--- config.mk ---
export PLATFORM = sky130hd
export DESIGN_NAME = mmp_cdc_tx_sched
export DESIGN_NICKNAME = d
export VERILOG_FILES = /design/src/rtl/mmp_cdc_tx_sched.sv
export SDC_FILE = /design/constraint.sdc
export NUM_CORES = 1
export LEC_CHECK = 0
export ABC_CLOCK_PERIOD_IN_PS = 4550
export BUFFER_PORTS_ARGS = -buffer_cell sky130_fd_sc_hd__buf_2
export CAP_MARGIN = 20
export CORE_MARGIN = 4
export CORE_UTILIZATION = 55
export DETAILED_ROUTE_END_ITERATION = 16
export HOLD_SLACK_MARGIN = 0.03
export PLACE_DENSITY = 0.77
export SLEW_MARGIN = 15
export SYNTH_ARGS = -nofsm -noshare
export SYNTH_HDL_FRONTEND = slang
export SYNTH_SLANG_ARGS = --single-unit
--- constraint.sdc ---
create_clock -name i_CLK_A -period 4.55 [get_ports i_CLK_A]
set_clock_uncertainty 0.2 [all_clocks]
set_input_delay 0.6825 -clock i_CLK_A [delete_from_list [all_inputs] [get_ports i_CLK_A]]
set_output_delay 0.6825 -clock i_CLK_A [all_outputs]
set_load 0.01 [all_outputs]
--- src/rtl/mmp_cdc_tx_sched.sv ---
// mmp_cdc_tx_sched: round-robin scheduler feeding NUM_CH audio sources into one
// 16-bit sample CDC channel (request/acknowledge).
// Each source has a one-deep holding register.
// Overruns are counted and flagged.
// Acknowledge waits are bounded by TMO cycles.
// All outputs are registered.
module mmp_cdc_tx_sched #(
  parameter int NUM_CH = 4,
  parameter int CH_W   = 2,
  parameter int TMO    = 255
) (
  input  logic                       i_CLK_A,
  input  logic                       i_RST_n,
  input  logic [NUM_CH-1:0]          i_SMPL_VLD,
  input  logic signed [16*NUM_CH-1:0] i_SMPL_DATA,
  output logic                       o_XFER_REQ,
  output logic signed [15:0]         o_XFER_DATA,
  output logic [CH_W-1:0]            o_XFER_CH,
  input  logic                       i_XFER_ACK,
  output logic                       o_BUSY,
  output logic [NUM_CH-1:0]          o_OVR,
  output logic                       o_TMO,
  output logic [7:0]                 o_DROP_CNT,
  input  logic                       i_FLAG_CLR
);

  localparam logic [1:0] ST_IDLE = 2'd0;
  localparam logic [1:0] ST_REQ  = 2'd1;
  localparam logic [1:0] ST_GAP  = 2'd2;

  logic [1:0]        r_state;
  logic [NUM_CH-1:0] r_pend;
  logic [CH_W-1:0]   r_last;
  logic [7:0]        r_tmo;
  logic [15:0]       r_hold [NUM_CH];
  logic              r_req;
  logic [15:0]       r_data;
  logic [CH_W-1:0]   r_ch;
  logic              r_busy;
  logic [NUM_CH-1:0] r_ovr;
  logic              r_tmo_flag;
  logic [7:0]        r_drop;

  logic [CH_W-1:0]   w_cand [NUM_CH];
  logic              w_grant_vld;
  logic [CH_W-1:0]   w_grant_idx;
  logic              w_do_grant;
  logic [NUM_CH-1:0] w_gnt_mask;
  logic [NUM_CH-1:0] w_ovr_hit;
  logic [3:0]        w_ovr_num;
  logic [8:0]        w_drop_sum;
  logic [7:0]        w_drop_next;
  logic [NUM_CH-1:0] w_pend_next;
  logic [1:0]        w_state_next;
  logic [7:0]        w_tmo_next;
  logic              w_tmo_hit;

  genvar gi;

  // Candidate order for the cyclic search: position i is source (last+1+i) mod NUM_CH
  generate
    for (gi = 0; gi < NUM_CH; gi++) begin : g_cand
      assign w_cand[gi] = CH_W'((int'(r_last) + gi + 1) % NUM_CH);
    end
  endgenerate

  // First pending source after the last granted one (lowest position wins)
  always_comb begin
    w_grant_vld = 1'b0;
    w_grant_idx = '0;
    for (int i = NUM_CH - 1; i >= 0; i--) begin
      if (r_pend[w_cand[i]]) begin
        w_grant_vld = 1'b1;
        w_grant_idx = w_cand[i];
      end
    end
  end

  assign w_do_grant = (r_state == ST_IDLE) && w_grant_vld;

  // Grant mask, overrun detection (a granted source is never an overrun) and pend update
  always_comb begin
    w_gnt_mask = '0;
    if (w_do_grant) w_gnt_mask[w_grant_idx] = 1'b1;
    w_ovr_hit   = i_SMPL_VLD & r_pend & ~w_gnt_mask;
    w_pend_next = (r_pend & ~w_gnt_mask) | i_SMPL_VLD;
  end

  // Count simultaneous overruns and add them to the drop counter with saturation
  always_comb begin
    w_ovr_num = '0;
    for (int k = 0; k < NUM_CH; k++) begin
      w_ovr_num = w_ovr_num + 4'(w_ovr_hit[k]);
    end
    w_drop_sum  = {1'b0, r_drop} + {5'b0, w_ovr_num};
    w_drop_next = (w_drop_sum > 9'd255) ? 8'd255 : w_drop_sum[7:0];
  end

  // Transfer FSM: IDLE grants, REQ waits for ack or timeout, GAP forces one low cycle
  always_comb begin
    w_state_next = r_state;
    w_tmo_next   = r_tmo;
    w_tmo_hit    = 1'b0;
    case (r_state)
      ST_IDLE: begin
        if (w_do_grant) begin
          w_state_next = ST_REQ;
          w_tmo_next   = 8'd0;
        end
      end
      ST_REQ: begin
        if (i_XFER_ACK) begin
          w_state_next = ST_GAP;
        end else if (({1'b0, r_tmo} + 9'd1) == 9'(TMO)) begin
          w_state_next = ST_GAP;
          w_tmo_hit    = 1'b1;
        end else begin
          w_tmo_next = r_tmo + 8'd1;
        end
      end
      ST_GAP:  w_state_next = ST_IDLE;
      default: w_state_next = ST_IDLE;
    endcase
  end

  // Per-source holding registers; a new strobe always overwrites the held sample
  generate
    for (gi = 0; gi < NUM_CH; gi++) begin : g_hold
      always_ff @(posedge i_CLK_A) begin
        if (!i_RST_n) begin
          r_hold[gi] <= '0;
        end else if (i_SMPL_VLD[gi]) begin
          r_hold[gi] <= i_SMPL_DATA[16*gi +: 16];
        end
      end
    end
  endgenerate

  // Scheduler state, registered outputs and sticky status
  always_ff @(posedge i_CLK_A) begin
    if (!i_RST_n) begin
      r_state    <= ST_IDLE;
      r_pend     <= '0;
      r_last     <= CH_W'(NUM_CH - 1);
      r_tmo      <= '0;
      r_req      <= 1'b0;
      r_data     <= '0;
      r_ch       <= '0;
      r_busy     <= 1'b0;
      r_ovr      <= '0;
      r_tmo_flag <= 1'b0;
      r_drop     <= '0;
    end else begin
      r_state <= w_state_next;
      r_tmo   <= w_tmo_next;
      r_pend  <= w_pend_next;
      if (w_do_grant) begin
        r_data <= r_hold[w_grant_idx];
        r_ch   <= w_grant_idx;
        r_last <= w_grant_idx;
      end
      r_req  <= (w_state_next == ST_REQ);
      r_busy <= (w_state_next != ST_IDLE) || (|w_pend_next);
      if (i_FLAG_CLR) begin
        r_ovr      <= '0;
        r_tmo_flag <= 1'b0;
        r_drop     <= '0;
      end else begin
        r_ovr  <= r_ovr | w_ovr_hit;
        r_drop <= w_drop_next;
        if (w_tmo_hit) r_tmo_flag <= 1'b1;
      end
    end
  end

  assign o_XFER_REQ  = r_req;
  assign o_XFER_DATA = r_data;
  assign o_XFER_CH   = r_ch;
  assign o_BUSY      = r_busy;
  assign o_OVR       = r_ovr;
  assign o_TMO       = r_tmo_flag;
  assign o_DROP_CNT  = r_drop;

endmodule

# Word-level counts from Yosys, hierarchy flattened

Memories as Yosys holds them, arrays and structs flattened. A register that Yosys moved wholly into a read port is not among the register bits.
Index checks and enable logic that the tools add are counted.
Widths: inputs -> output; s select.

Register bits: 33
RAM bits: 64
Input bits: 72
Output and inout port bits: 33
Logic and storage cells: 105
Memories kept: 1

Add/sub/neg operators: 12
Order comparisons: 7
Equality and inequality tests: 6
Mux-type cells: 48
Bitwise logic cells: 11
Reductions and logical operators: 10

Memories:

| memory | words | bits a word | rd ports | clocked after memory_dff | wr ports | RTL line | source |
|---|---|---|---|---|---|---|---|
| r_hold | 4     | 16          | 1        | 1                        | 4        | 35       | `logic [15:0] r_hold [NUM_CH];` |

Operators by type and width:

| kind                | count |
|---|---|
| $mux 16             | 4 |
| $mux 8              | 4 |
| $mux 1              | 25 |
| $pmux 8 s2          | 1 |
| $lt 2x3->1 const B  | 5 |
| $mux 2              | 7 |
| $and 4x4->4         | 3 |
| $add 8x1->9 const B | 1 |
| $add 8x4->9         | 1 |
| $eq 9x8->1 const B  | 1 |
| $gt 9x8->1 const B  | 1 |
| $add 2x1->2 const B | 4 |
| $add 8x1->8 const B | 1 |
| $bmux 1 s2          | 4 |
| $or 4x4->4          | 2 |
| $ne 2x2->1 const B  | 3 |
| $add 2x2->2 const B | 2 |
| $add 3x1->4         | 1 |
| $eq 2x1->1 const B  | 2 |
| $mux 4              | 1 |
| $not 4->4           | 1 |
| $or 1x1->1          | 4 |
| $pmux 2 s2          | 1 |
| $reduce_and 4->1    | 1 |
| other kinds (12)    | 14 |

# Longest topological paths before layout

Gate-level depths: netlist of the first run.

Depth after elaboration: 21
Gate-level depth with buffers: 16
Mapped depth without buffers: 15

# Worst setup path before layout of the first run

OpenSTA, ideal clock, no wires.

Path kind: flip-flop to flip-flop
Start: register r_last[1]
End: register r_drop[0], in the netlist o_DROP_CNT[0]
Setup time: 0.071 ns
Arrival time: 3.311 ns
Required time: 4.279 ns
Setup slack: 0.968 ns
Stages on the path, launching flop included: 16
Path buffers: 1
Clock period less this slack: 3.582 ns
Cell sequence: dfxtp_1 > buf_4 > nand2b_1 > a31oi_2 > nand2_1 > o311ai_1 > inv_1 > fa_1 > inv_1 > fa_1 > inv_1 > fa_1 > and3_1 > and3_1 > nand3_1 > a21oi_1

Longest elaborated chain between the ends: 21
Elaborated cells between the ends (all ways): 37
Classes of those cells: add/sub (10); order compare (3); mux (20); bitwise (2); reduce/logical (2)

Ends and longest elaborated chain:

| item                                                           | RTL line | source |
|---|---|---|
| start, declared                                                | 33       | `logic [CH_W-1:0] r_last;` |
| start signal, assigned                                         | 144      | `r_last <= CH_W'(NUM_CH - 1);` |
| start signal, assigned                                         | 160      | `r_last <= w_grant_idx;` |
| $add 2x2->2                                                    | 63       | `assign w_cand[gi] = CH_W'((int'(r_last) + gi + 1) % NUM_CH);` |
| $add 2x1->2                                                    | 63       |  |
| $bmux 1 s2                                                     | 72       | `if (r_pend[w_cand[i]]) begin` |
| $mux 1 (not written as such)                                   | 72       |  |
| $mux 2 (4 in a row)                                            | 72       |  |
| $lt 2x3->1 (not written as such) or $ge 2x1->1 (tied branches) | 84       | `if (w_do_grant) w_gnt_mask[w_grant_idx] = 1'b1;` |
| $logic_and 1x1->1 (not written as such)                        | 84       |  |
| $mux 1 (not written as such)                                   | 84       |  |
| [... 2 more ...]                                               | n/a      |  |
| $not 4->4 *                                                    | 85       | `w_ovr_hit = i_SMPL_VLD & r_pend & ~w_gnt_mask;` |
| $and 4x4->4 *                                                  | 85       |  |
| $add 1x1->2                                                    | 93       | `w_ovr_num = w_ovr_num + 4'(w_ovr_hit[k]);` |
| $add 2x1->3                                                    | 93       |  |
| $add 3x1->4 *                                                  | 93       |  |
| $add 8x4->9 *                                                  | 95       | `w_drop_sum = {1'b0, r_drop} + {5'b0, w_ovr_num};` |
| $gt 9x8->1                                                     | 96       | `w_drop_next = (w_drop_sum > 9'd255) ? 8'd255 : w_drop_sum[7:0];` |
| $mux 8 *                                                       | 96       |  |
| end signal, assigned                                           | 170      | `r_drop <= w_drop_next;` |
| end, declared                                                  | 42       | `logic [7:0] r_drop;` |

Mark *: on every way between the ends. The rest lies on a longest branch, timed or not. The select of a mux whose other input is x is not followed.
A chain may end at the register's enable or synchronous reset.

# Worst setup path after layout of the first run

Start: register r_last[1]
End: register r_drop[1], in the netlist o_DROP_CNT[1]

The elaborated chain is that of the path after synthesis.

==> run_results.csv, run 1 <==
group,metric,value,unit
global_routing,grt_util_all_layers,0.224,
global_routing,grt_pass1_wl,19300,um
cts,cts-buffers-inserted,17,
sta,hold_viol,0,
cts,cts_resized,0,
worst_setup_path,r2r_start,"r_last[1]$_SDFFE_PN1P_",
synth,synth_warnings,0,
synth,ys_top_cells_by_area,"edfxtp_1 (38%), dfxtp_1 (19%), and3_1 (13%)",
cts,cts_tree,"yes",
place,io_buffers,104,
synth,yosysTopAreaCell,"edfxtp_1",
hold_path,holdCritPathClass,"reg2reg",
place,numPlacedInstances,641,
place,hpwl,8460,um
sta,layout_setup_ws,654,ps
cts,cts_max_path_buffers,2,
hold_path,hold_depth,2,
synth,async_reset_ff_frac,0,
sta,hold_slack,254,ps
run_status,status,"completed",
floorplan,dieArea,10800,um^2
sta,finalSetupTns,0,ps
synth,synth_seq_cells,113,
floorplan,die_h,104,um
worst_setup_path,critical_path.slowest_cell,"dfxtp_1",
cts,clock_latency,500,ps
sta,finalWorstPathRequiredPeriod,3900,ps
synth,postSynthCellCount,458,
cts,post_cts_buffers,0,
hold_path,hold_path.startpoint,"o_OVR[1]$_SDFF_PP0_",
finish,final_common_cell,"buf_2",
cts,clk_pin_slew,60,ps
sta,finalMaxSlewViolations,0,
worst_setup_path,slowest_delay,500,ps
place,routabilityCongestion,0.912,
synth,synth_edf_count,64,
sta,timing.fmax,257,MHz
routing,ant_nets,0,
finish,syn2layout_area_growth,22.3,%
synth,synth_area_per_cell,11.1,um^2
synth,yosysSeqAreaShare,0.573,
global_routing,grt_max_degree,46,
global_routing,antenna_found_initial,0,
synth,mappedNetlistNets,536,
floorplan,die_width,104,um
worst_setup_path,critPathArrivalTime,4120,ps
hold_path,hold_path_end,"o_OVR[1]$_SDFF_PP0_",
synth,yosysTopAreaCellShare,0.379,
routing,drc_errors,0,
worst_setup_path,crit_path_end_kind,"flip-flop",
cts,ctsRootBufferMaster,"clkbuf_8",
worst_setup_path,ff2ff_setup_slack,650,ps
pwr,p_leak,2.87,nW
sta,setup_violations,0,
routing,firstDrtPassIters,4,
floorplan,start_util,0.573,
worst_setup_path,start_kind,"flip-flop",
worst_setup_path,worstSetupPathType,"reg2reg",
routing,vias,4005,
flow_run,cap_violations,0,
pwr,ir_drop,275,uV
routing,wl_per_cell,18.3,um
worst_setup_path,r2r_end,"o_DROP_CNT[1]$_SDFF_PP0_",
finish,nNetsFinal,630,
worst_setup_path,reg2reg_depth,14,
place,pre_cts_ws,704,ps
floorplan,io_pins,105,
finish,final_cell_mix,"buf_2 (104), and3_1 (102), edfxtp_1 (64), dfxtp_1 (49), a211oi_1 (33)",
floorplan,rows,34,
sta,worst_slew_pin_slew,816,ps
pwr,p_total,2.90,mW
finish,seq_area,2900,um^2
synth,ys_types,51,
routing,drtIter0Drc,276,
floorplan,core_area,8850,um^2
worst_setup_path,crit_chain,"o211a_1, a31oi_4, and2_1, o311ai_1, inv_1, fa_1, inv_1, fa_1, inv_1, fa_1, and3_1, and3_1, nand3_1, a21oi_1",
finish,utilization,0.701,
cts,h-tree-depth,4,
sta,rsz0062_at_grt,"no",
routing,drt_wl_total,12300,um
finish,antennaDiodeCount,0,
cts,clock-sinks,113,
sta,relSlewSlack,0.456,
global_routing,grt_pass1_vias,3887,
finish,fin_cells,673,
cts,hold_buffers,0,
finish,final_area,6200,um^2
finish,multi_input_area,1950,um^2
finish,drive_gt1_frac,0.265,
worst_setup_path,cp_max_fo,21,
global_routing,grt-ovfl-total,0,
synth,synth_area,5070,um^2
pwr,p_per_area,468,nW/um^2
worst_setup_path,cp_data_required_time,4770,ps
synth,ys.flop_type,"edfxtp_1",
finish,fillers,652,
sta,final.period_utilization,0.856,
place,post_dp_cell_area,5630,um^2
routing,via_per_inst,5.95,
==> worst max-delay path: cells and delay by family, from the launching register on <==
family | cells | cell delay (ps)
simple gates | 4 | 860
buf+inv | 3 | 260
compound gates | 4 | 890
fa+ha+maj | 3 | 1100
flops | 1 | 500
==> report_power, final <==
group	total [mW]	switching [mW]	internal [mW]
Combinational	0.412	0.261	0.151
Sequential	1.23	0.0518	1.17
Clock	1.26	0.480	0.782
==> cell families (layout without fill, tap and decap cells) <==
kind of cell | count (synthesis) | count (layout) | synth area share
and+or+nand+nor | 183 | 183 | 0.205
DFF | 113 | 113 | 0.573
AOI/OAI and AO/OA | 96 | 96 | 0.147
buffers and inverters | 52 | 159 | 0.0417
xor gates and xnor gates | 7 | 7 | 0.0121
adders and majority gates | 6 | 6 | 0.0193
muxes | 1 | 1 | 0.00197
==> metal layers <==
metal,vias up,global-route usage,share of wire
met1,1916,0.290,0.43
li1,1918,-,-
met5,-,0,0
met2,150,0.371,0.49
met4,0,0.0712,0.018
met3,21,0.0577,0.065
==> how the worst max path moves through the flow <==
stage	depth (start not counted)	start	slack, ps	to
after floorplan	15	r_last[1]$_SDFFE_PN1P_	970	o_DROP_CNT[0]$_SDFF_PP0_
after global placement	14	r_last[1]$_SDFFE_PN1P_	840	o_DROP_CNT[0]$_SDFF_PP0_
after detailed placement	14	r_last[1]$_SDFFE_PN1P_	700	o_DROP_CNT[1]$_SDFF_PP0_
after CTS	14	r_last[1]$_SDFFE_PN1P_	680	o_DROP_CNT[1]$_SDFF_PP0_
after global routing	14	r_last[1]$_SDFFE_PN1P_	320	o_DROP_CNT[0]$_SDFF_PP0_
final	14	r_last[1]$_SDFFE_PN1P_	650	o_DROP_CNT[1]$_SDFF_PP0_
==> registers in the layout (all words and copies together), names as in the netlist <==
name / count
o_DROP_CNT: 8
o_XFER_DATA: 16
r_hold: 64
r_state: 2
r_tmo: 8
o_XFER_CH: 2
o_BUSY: 1
r_pend: 4
o_XFER_REQ: 1
r_last: 2
o_OVR: 4
o_TMO: 1
==> Yosys cell counts (2+ instances only) <==
library cell and count:
and3_1 102, edfxtp_1 64, dfxtp_1 49, a211oi_1 33, clkbuf_1 29, nand3_1 21, nand2_1 17, nor2_1 16
o31ai_1 16, inv_1 15, a21oi_1 11, nand2b_1 5, nor3_1 5, o21a_1 5, a211o_1 4, a21boi_0 4
buf_2 4, o21ai_0 4, xor2_1 4, and2_1 3, buf_4 3, fa_1 3, ha_1 3, nor3b_1 3
nor4_1 3, xnor2_1 3, a31oi_1 2, nand4_1 2, o2bb2ai_1 2, or3_1 2
==> cell type report <==
type,instances,area share
clock buffers,17,0.0668
clock inverters,15,0.0256
inverters,16,0.00969
multi-input cells,293,0.315
flip-flops and latches,113,0.468
well taps,108,0.0218
repair buffers,111,0.0925
Note: power is estimated with default switching activity, not from simulation.
==> inputs of run 2 (changes only) <==
--- a/config.mk
+++ b/config.mk
@@ -5,7 +5,7 @@
 export SDC_FILE = /design/constraint.sdc
 export NUM_CORES = 1
 export LEC_CHECK = 0
-export ABC_CLOCK_PERIOD_IN_PS = 4550
+export ABC_CLOCK_PERIOD_IN_PS = 4000
 export BUFFER_PORTS_ARGS = -buffer_cell sky130_fd_sc_hd__buf_2
 export CAP_MARGIN = 20
 export CORE_MARGIN = 4
==> constraint.sdc (replaced) <==
create_clock -name i_CLK_A -period 4 [get_ports i_CLK_A]
set_clock_uncertainty 0.2 [all_clocks]
set_input_delay 0.6 -clock i_CLK_A [delete_from_list [all_inputs] [get_ports i_CLK_A]]
set_output_delay 0.6 -clock i_CLK_A [all_outputs]
set_load 0.01 [all_outputs]
==> run 2 against run 1 <==
Sequential cell count unchanged. First-iteration DRC count down 21%. Critical path depth unchanged. Clock power up 17%. Global-route usage down 0.11 points. Fmax up 3.6%. Final cell count up 0.45%. Clock-buffer cell count up 2. Hold slack worse by 61 ps. Combinational power up 14%. Wire length down 2.1%. Critical endpoint is now o_DROP_CNT[0]$_SDFF_PP0_. Largest cell class unchanged.
==> run_results.csv, run 2 (synthesized netlist as in run 1, its figures left out) <==
group,metric,value,unit
finish,fillers,644,
pwr,clockPowerShare,0.441,
floorplan,io_pins,105,
finish,multi_input_area,1960,um^2
worst_setup_path,start_kind,"flip-flop",
finish,regMostFlops,"r_hold",
sta,rsz0062_at_grt,"no",
sta,final.period_utilization,0.940,
finish,seq_area,2900,um^2
sta,setup_violations,0,
pwr,p_per_area,535,nW/um^2
routing,via_per_inst,5.88,
floorplan,dieArea,10800,um^2
cts,ctsRootBufferMaster,"clkbuf_8",
sta,finalSetupTns,0,ps
place,routabilityCongestion,0.860,
flow_run,cap_violations,0,
finish,syn2layout_area_growth,23.2,%
pwr,comb_power_share,0.141,
global_routing,grt_pass1_wl,19100,um
global_routing,antenna_found_initial,0,
routing,drc_errors,0,
cts,clk_pin_slew,60,ps
worst_setup_path,cp_data_required_time,4230,ps
worst_setup_path,crit_path_end_kind,"flip-flop",
sta,worst_slew_pin_slew,822,ps
floorplan,die_h,104,um
finish,final_cell_mix,"buf_2 (104), and3_1 (102), edfxtp_1 (64), dfxtp_1 (48), a211oi_1 (33)",
global_routing,grt_max_degree,36,
pwr,p_total,3.34,mW
cts,cts_max_path_buffers,2,
finish,fin_cells,676,
worst_setup_path,worstSetupPathType,"reg2reg",
pwr,seqPwrFrac,0.417,
worst_setup_path,critPathArrivalTime,3990,ps
finish,final_common_cell,"buf_2",
floorplan,rows,34,
pwr,p_sw,0.878,mW
hold_path,holdCritPathClass,"in2reg",
cts,clock-sinks,113,
cts,clock_latency,510,ps
global_routing,grt_pass1_vias,3890,
cts,cts-buffers-inserted,17,
sta,finalWorstPathRequiredPeriod,3760,ps
place,hpwl,8390,um
routing,ant_nets,0,
pwr,p_sw_frac,0.263,
place,io_buffers,104,
routing,wl_per_cell,17.8,um
run_status,status,"completed",
floorplan,core_area,8850,um^2
cts,cts_tree,"yes",
place,numPlacedInstances,644,
sta,timing.fmax,266,MHz
floorplan,die_width,104,um
sta,hold_viol,0,
floorplan,start_util,0.573,
worst_setup_path,cp_max_fo,7,
global_routing,grt_util_all_layers,0.223,
cts,h-tree-depth,4,
pwr,ir_drop,317,uV
routing,drt_wl_total,12100,um
global_routing,grt-ovfl-total,0,
routing,firstDrtPassIters,5,
finish,drive_gt1_frac,0.271,
cts,post_cts_buffers,0,
sta,finalMaxSlewViolations,0,
finish,nNetsFinal,633,
pwr,internal_power,2.46,mW
pwr,p_leak,2.90,nW
routing,drtIter0Drc,219,
routing,vias,3974,
sta,relSlewSlack,0.452,
finish,largest_reg_flops,64,
finish,antennaDiodeCount,0,
-- run 2: cell count changes in the layout (fill, tap and decap cells not counted), moves of 2 or more --
cell / before / now
clkinv_2: 1 / 3
buf_4: 7 / 10
clkinv_4: 2 / 5
clkbuf_1: 0 / 2
inv_6: 4 / 0
clkinvlp_4: 5 / 2
-- run 2: final cells by class --
type                       instances  area share
clock inverter                    13      0.0263
tap                              108      0.0216
sequential                       113       0.465
clock buffer                      19      0.0675
inverter                          16     0.00962
timing repair buffer             114      0.0954
multi-input combinational        293       0.314
-- run 2: metrics by stage --
step                      worst slack (ps)  instance area (um^2)  hold WS, ps   util
after floorplan                        418                  5070          266      -
after global placement                 328                  5650          232  0.638
after detailed placement               126                  5650          245  0.638
after CTS                             87.5                  6230          177  0.704
after global routing                  9.75                  6240          186  0.705
final                                  241                  6240          193  0.705
-- run 2: final timing paths --
check	startpoint	depth (start not counted)	to	slack, ps
worst min register to register	o_OVR[0]$_SDFF_PP0_	2	o_OVR[0]$_SDFF_PP0_	250
worst max-delay path	r_last[1]$_SDFFE_PN1P_	14	o_DROP_CNT[0]$_SDFF_PP0_	240
worst max register to register	r_last[1]$_SDFFE_PN1P_	14	o_DROP_CNT[0]$_SDFF_PP0_	240
worst min-delay path	i_XFER_ACK	3	r_state[1]$_SDFF_PN0_	190
-- run 2: metal layers --
metal,vias to the layer above,track usage,wire length [um]
li1,1927,-,-
met1,1875,0.279,5130
met2,150,0.361,5830
met3,22,0.0658,846
met4,0,0.0988,248
met5,-,0,0
-- run 2: critical path: stages, from the launching register on --
cell and delay, ps:
dfxtp_2 420, mux2i_1 290, o32a_4 230, nand2_1 80, o311ai_2 330, inv_1 90, fa_1 480, inv_1 50
fa_1 370, inv_1 90, fa_1 220, and3_1 200, and3_1 210, nand3_1 220, a21oi_1 200
-- run 2: power groups by stage --
stage	combinational [mW]	sequential (mW)	clock (mW)
finish	0.471	1.39	1.47
global route	0.518	1.40	1.55
CTS	0.470	1.39	1.49
detailed placement	0.463	1.41	0
global placement	0.450	1.41	0
floorplan	0.287	1.41	0
-- run 2: what timing repair did --
item,CTS,global route
gates resized for setup,0,2
setup endpoints to repair,0,6
hold buffers,0,0
